**config.mk**
```make
export PLATFORM = sky130hd
export DESIGN_NAME = bitty_fetch_unit
export DESIGN_NICKNAME = d
export VERILOG_FILES = /design/src/rtl/bitty_pkg.sv /design/src/rtl/bitty_watchdog.sv /design/src/rtl/bitty_fetch_unit.sv
export SDC_FILE = /design/constraint.sdc
export NUM_CORES = 1
export LEC_CHECK = 0
export ABC_AREA = 1
export ABC_CLOCK_PERIOD_IN_PS = 1600
export BUFFER_PORTS_ARGS = -buffer_cell sky130_fd_sc_hd__buf_4
export CORE_UTILIZATION = 48
export CTS_CLUSTER_DIAMETER = 60
export DETAILED_ROUTE_END_ITERATION = 16
export PLACE_DENSITY = 0.75
export SYNTH_ARGS = -nofsm -noshare
export SYNTH_HDL_FRONTEND = slang
export SYNTH_SLANG_ARGS = --single-unit
```
**constraint.sdc**
```tcl
create_clock -name clk -period 1.6 [get_ports clk]
set_input_delay 0.16 -clock clk [delete_from_list [all_inputs] [get_ports clk]]
set_output_delay 0.16 -clock clk [all_outputs]
set_load 0.01 [all_outputs]
```
**src/rtl/bitty_pkg.sv**
```systemverilog
// Shared types and default sizing for the bitty core instruction-issue front end.
package bitty_pkg;

   localparam int unsigned INSTR_W        = 16;
   localparam int unsigned ADDR_W         = 8;
   localparam int unsigned TIMEOUT_CYCLES = 64;

   typedef enum logic [2:0] {
      IDLE,
      FETCH,
      WAIT_MEM,
      ISSUE,
      EXEC,
      FINISH,
      ERROR
   } state_e;

endpackage

```
**src/rtl/bitty_watchdog.sv**
```systemverilog
// Clear/enable cycle counter that flags the last allowed cycle of an execution window.
module bitty_watchdog #(
   parameter int unsigned LIMIT = 64
) (
   input  logic clk,
   input  logic reset,
   input  logic clear,
   input  logic enable,
   output logic at_limit_c
);

   localparam int unsigned CNT_W = $clog2(LIMIT + 1);

   logic [CNT_W-1:0] count;

   always_ff @(posedge clk) begin
      if (reset) begin
         count <= '0;
      end else if (clear) begin
         count <= '0;
      end else if (enable) begin
         count <= count + CNT_W'(1);
      end
   end

   // High during the LIMIT-th enabled cycle after a clear.
   assign at_limit_c = (count == CNT_W'(LIMIT - 1));

endmodule

```
**src/rtl/bitty_fetch_unit.sv**
```systemverilog
// Fetches a program from instruction memory and drives the bitty core run/done handshake,
// with start/halt control and a done-timeout watchdog.
module bitty_fetch_unit #(
   parameter int unsigned ADDR_W         = bitty_pkg::ADDR_W,
   parameter int unsigned INSTR_W        = bitty_pkg::INSTR_W,
   parameter int unsigned TIMEOUT_CYCLES = bitty_pkg::TIMEOUT_CYCLES
) (
   input  logic               clk,
   input  logic               reset,
   input  logic               start,
   input  logic               halt_req,
   input  logic [ADDR_W-1:0]  prog_len,
   output logic [ADDR_W-1:0]  mem_addr,
   output logic               mem_rd_en,
   input  logic [INSTR_W-1:0] mem_rdata,
   output logic               run,
   output logic [INSTR_W-1:0] instruction,
   input  logic               done,
   output logic               busy,
   output logic               finished,
   output logic               timeout_err,
   output logic [ADDR_W-1:0]  instr_count
);

   import bitty_pkg::*;

   state_e             state, state_d;
   logic [ADDR_W-1:0]  pc, pc_d;
   logic [ADDR_W-1:0]  len_q, len_d;
   logic [ADDR_W-1:0]  count_d;
   logic [INSTR_W-1:0] instr_d;
   logic               halt_pending, halt_d;
   logic               wd_limit_c;
   logic               in_busy_c;

   bitty_watchdog #(
      .LIMIT(TIMEOUT_CYCLES)
   ) u_watchdog (
      .clk       (clk),
      .reset     (reset),
      .clear     (state == ISSUE),
      .enable    (state == EXEC),
      .at_limit_c(wd_limit_c)
   );

   assign in_busy_c = (state == FETCH) || (state == WAIT_MEM) ||
                      (state == ISSUE) || (state == EXEC);

   // Next-state, pc, length, halt and count logic.
   always_comb begin
      state_d = state;
      pc_d    = pc;
      len_d   = len_q;
      halt_d  = halt_pending;
      count_d = instr_count;
      instr_d = instruction;

      case (state)
         IDLE, ERROR: begin
            if (start) begin
               len_d   = prog_len;
               count_d = '0;
               pc_d    = '0;
               halt_d  = 1'b0;
               state_d = (prog_len == '0) ? FINISH : FETCH;
            end
         end
         FETCH:    state_d = WAIT_MEM;
         WAIT_MEM: begin
            instr_d = mem_rdata;
            state_d = ISSUE;
         end
         ISSUE:    state_d = EXEC;
         EXEC: begin
            // done beats the watchdog when both land on the same cycle
            if (done) begin
               count_d = instr_count + ADDR_W'(1);
               pc_d    = pc + ADDR_W'(1);
               state_d = (halt_pending || halt_req || (pc_d == len_q)) ? FINISH : FETCH;
            end else if (wd_limit_c) begin
               state_d = ERROR;
            end
         end
         FINISH: begin
            halt_d  = 1'b0;
            state_d = IDLE;
         end
         default:  state_d = IDLE;
      endcase

      if (in_busy_c && halt_req && (state_d != FINISH)) begin
         halt_d = 1'b1;
      end
   end

   // State register; outputs are registered from the next state so they align with it.
   always_ff @(posedge clk) begin
      if (reset) begin
         state        <= IDLE;
         pc           <= '0;
         len_q        <= '0;
         halt_pending <= 1'b0;
         mem_addr     <= '0;
         mem_rd_en    <= 1'b0;
         run          <= 1'b0;
         instruction  <= '0;
         busy         <= 1'b0;
         finished     <= 1'b0;
         timeout_err  <= 1'b0;
         instr_count  <= '0;
      end else begin
         state        <= state_d;
         pc           <= pc_d;
         len_q        <= len_d;
         halt_pending <= halt_d;
         instruction  <= instr_d;
         instr_count  <= count_d;
         mem_rd_en    <= (state_d == FETCH);
         if (state_d == FETCH) begin
            mem_addr <= pc_d;
         end
         run          <= (state_d == ISSUE);
         busy         <= (state_d == FETCH) || (state_d == WAIT_MEM) ||
                         (state_d == ISSUE) || (state_d == EXEC);
         finished     <= (state_d == FINISH);
         timeout_err  <= (state_d == ERROR);
      end
   end

endmodule

```
==> flow_metrics.py <==
metrics = {
    "status": {
        "outcome": "complete, but fails checks",
        "violations": "negative setup slack",
    },
    "floorplanning": {
        "die_x_um": 79.6,
        "start_util_pct": 51.3,
        "dieArea_um2": 6340,
        "core_area_um2": 5640,
        "rows": 27,
        "num_io_pins": 66,
        "die_h_um": 79.6,
    },
    "routing": {
        "drt.antenna.violating_nets": 0,
        "wl_um": 7810,
        "drt_first_pass_iters": 5,
        "wire_per_inst_um": 13.3,
        "drc": 0,
        "viasPerCell": 5.17,
        "dr.first_iter.drc_count": 228,
        "via_count": 3028,
    },
    "timing": {
        "hold_viol": 0,
        "skew_ns": 0.0102,
        "fin_ws_ns": -0.248,
        "tightest_slew_ns": 0.420,
        "max_freq_ghz": 0.541,
        "rsz0062_at_grt": "true",
        "slew_headroom_pct": 72.0,
        "period_needed_ns": 1.85,
        "setup_tns_ns": -2.96,
        "finalSetupViolations": 15,
        "fin_crit_sh_pct": 115,
        "maxSlewViolCount": 0,
    },
    "power_and_ir_drop": {
        "p_total_uw": 5900,
        "p_sw_uw": 2170,
        "clockPowerShare_pct": 23.2,
        "leakagePower_uw": 0.00193,
        "comb_power_share_pct": 40.2,
        "power_density_nw_per_um2": 1410,
        "p_int_uw": 3730,
        "p_seq_share_pct": 36.5,
        "swShare_pct": 36.8,
        "ir_worst_vdd_mv": 0.772,
    },
    "clocking": {
        "htreeDepth": 3,
        "cts_root_buf": "clkbuf_8",
        "cts_buffer_depth": 2,
        "clock-sinks": 64,
        "path_clk_slew_ns": 0.07,
        "cts_tree": "yes",
        "cts_hold_buf": 0,
        "numCtsBuffers": 9,
        "clock_latency_ns": 0.34,
    },
    "synth": {
        "synth-edff-count": 0,
        "ys_seq_area_share_pct": 44.3,
        "avgSynthCellArea_um2": 7.29,
        "synth_nets": 429,
        "postSynthCellCount": 397,
        "ys_types": 41,
        "ys.flop_type": "dfxtp_1",
        "async_flop_share_pct": 0,
        "syn_area_um2": 2890,
        "yosysWarnings": 0,
        "ys_seq_elements": 64,
    },
    "placed_design": {
        "place.gp.congestion": 0.908,
        "dp_hpwl_um": 5200,
        "placed_area_um2": 3720,
        "port_buffers": 65,
    },
    "setup_path": {
        "crit_type": "reg -> reg",
        "arrival_ns": 2.08,
        "r2r_slack_ns": -0.25,
        "end_kind": "flip-flop",
        "crit_fanout": 4,
        "required_ns": 1.83,
        "start_kind": "flip-flop",
    },
    "grt": {
        "grtUsageTotal_pct": 25.5,
        "grt_max_degree": 27,
        "grt_pass1_wl_um": 12300,
        "grt.overflow.total": 0,
        "grt_pass1_vias": 2771,
        "antenna_found_initial": 0,
    },
    "cells_and_area": {
        "fin_nets": 541,
        "drive_gt1_share_pct": 37.7,
        "area_growth_pct": 44.6,
        "antennaDiodeCount": 0,
        "num-fill-cells": 415,
        "stdcell_area_um2": 4180,
    },
    "min_path": {
        "worstHoldPathType": "in -> reg",
    },
    "job": {
        "cap_viol_max_count": 0,
    },
}
==> final timing paths <==
path | from | to | cells past startpoint
max | pc[0]$_SDFF_PP0_ | halt_pending$_SDFFE_PP0P_ | 15
min | mem_rdata[1] | instruction[1]$_SDFFE_PP0N_ | 3
max reg2reg | pc[0]$_SDFF_PP0_ | halt_pending$_SDFFE_PP0P_ | 15
min reg2reg | u_watchdog.count[5]$_SDFFE_PP0P_ | u_watchdog.count[5]$_SDFFE_PP0P_ | 1
==> per-stage QoR <==
step	instances	hold slack, ns	setup WS, ns	utilization [%]
floorplan	397	0.295	0.00547	-
global placement	559	0.382	-0.0848	65.9
detailed placement	559	0.394	-0.148	65.9
CTS	582	0.0224	-0.0880	72.1
global route	586	0.0249	-0.361	74.1
finish	586	0.0345	-0.248	74.1
==> flip-flops by register name, summed over array words and instances (netlist names) <==
signal            cells
busy                  1
finished              1
halt_pending          1
instr_count           8
instruction          16
len_q                 8
mem_addr              8
mem_rd_en             1
pc                    8
run                   1
state                 3
timeout_err           1
u_watchdog.count      7
==> per-layer routing <==
layer | GRT usage [%] | part of all wire, % | vias up
met2 | 41.6 | 48 | 113
met5 | 0 | 0 | -
met3 | 6.86 | 6.8 | 24
met4 | 12.5 | 2.5 | 0
li1 | - | - | 1497
met1 | 30.9 | 42 | 1394
==> timing repair <==
item	4_1_cts	5_1_grt
cloned	1	1
setup buffers	6	3
gates resized for setup	34	23
pin swaps	12	17
endpoints found under the setup margin	21	31
==> placed cells by master, fill, tap and decap left out, drive strengths merged <==
| master | instances |
|---|---|
| nand2 | 67 |
| a211oi | 1 |
| nor3b | 4 |
| and2 | 1 |
| nand3b | 1 |
| clkinv | 4 |
| nand4 | 1 |
| xor2 | 1 |
| a22oi | 1 |
| or3 | 1 |
| xnor2 | 1 |
| clkinvlp | 2 |
| bufinv | 1 |
| inv | 49 |
| o21ai | 34 |
| ha | 3 |
| dfxtp | 64 |
| a21oi | 13 |
| buf | 109 |
| nor2 | 94 |
| o21bai | 2 |
| nor3 | 7 |
| o21a | 3 |
| or2 | 1 |
| nand3 | 31 |
| clkbuf | 9 |
| a31oi | 1 |
| o22ai | 5 |
| a22o | 1 |
| nor4 | 2 |
==> power by group through the flow <==
stage          sequential (uW)  clock [uW]  combinational (uW)
2_1_floorplan             2280           0                1100
3_3_place_gp              2170           0                2050
3_5_place_dp              2180           0                2080
4_1_cts                   2150        1390                2260
5_1_grt                   2190        1470                2610
6_report                  2160        1370                2380
==> final cells by class <==
type	instances	area (um^2)	share of cell area, %
well taps	72	90.1	2.15
repair buffers	109	830	19.8
clock inverters	7	72.6	1.73
clock buffers	9	124	2.96
multi-input cells	276	1580	37.9
inverters	49	189	4.52
flip-flops and latches	64	1290	30.9
==> synthesized netlist by cell type, types with 3 or more instances <==
cell / n / area (um^2)
nand2_1: 62 / 233
inv_1: 46 / 173
clkbuf_1: 7 / 26.3
o21a_1: 3 / 22.5
nor2_2: 5 / 31.3
o21ai_0: 33 / 165
ha_1: 3 / 37.5
nor2_1: 87 / 327
nand3_1: 27 / 135
dfxtp_1: 64 / 1280
nor3_1: 5 / 25.0
a21oi_1: 13 / 65.1
o22ai_1: 5 / 31.3
==> logic make-up (layout without fill, tap and decap cells) <==
| family | Yosys count | count (layout) | share of synthesized area [%] |
|---|---|---|---|
| compound gates | 61 | 61 | 11.8 |
| simple gates | 208 | 210 | 34.0 |
| fa+ha+maj | 3 | 3 | 1.30 |
| xor+xnor | 2 | 2 | 0.606 |
| flops | 64 | 64 | 44.3 |
| buf+inv | 59 | 174 | 8.09 |
==> worst max-delay path, cell delays in order, from the launching register on <==
cell and delay (ns):
dfxtp_4 0.37, ha_4 0.17, nand2_4 0.10, inv_4 0.06
nand2_2 0.09, nand2_2 0.06, nand3_1 0.07, nand2_1 0.05
nor2_1 0.14, nand3_1 0.13, nand2_2 0.10, nand2_4 0.10
nand2_4 0.10, nand2_2 0.06, nand2_1 0.06, a21oi_1 0.06
Power figures use the tool's default switching activity.
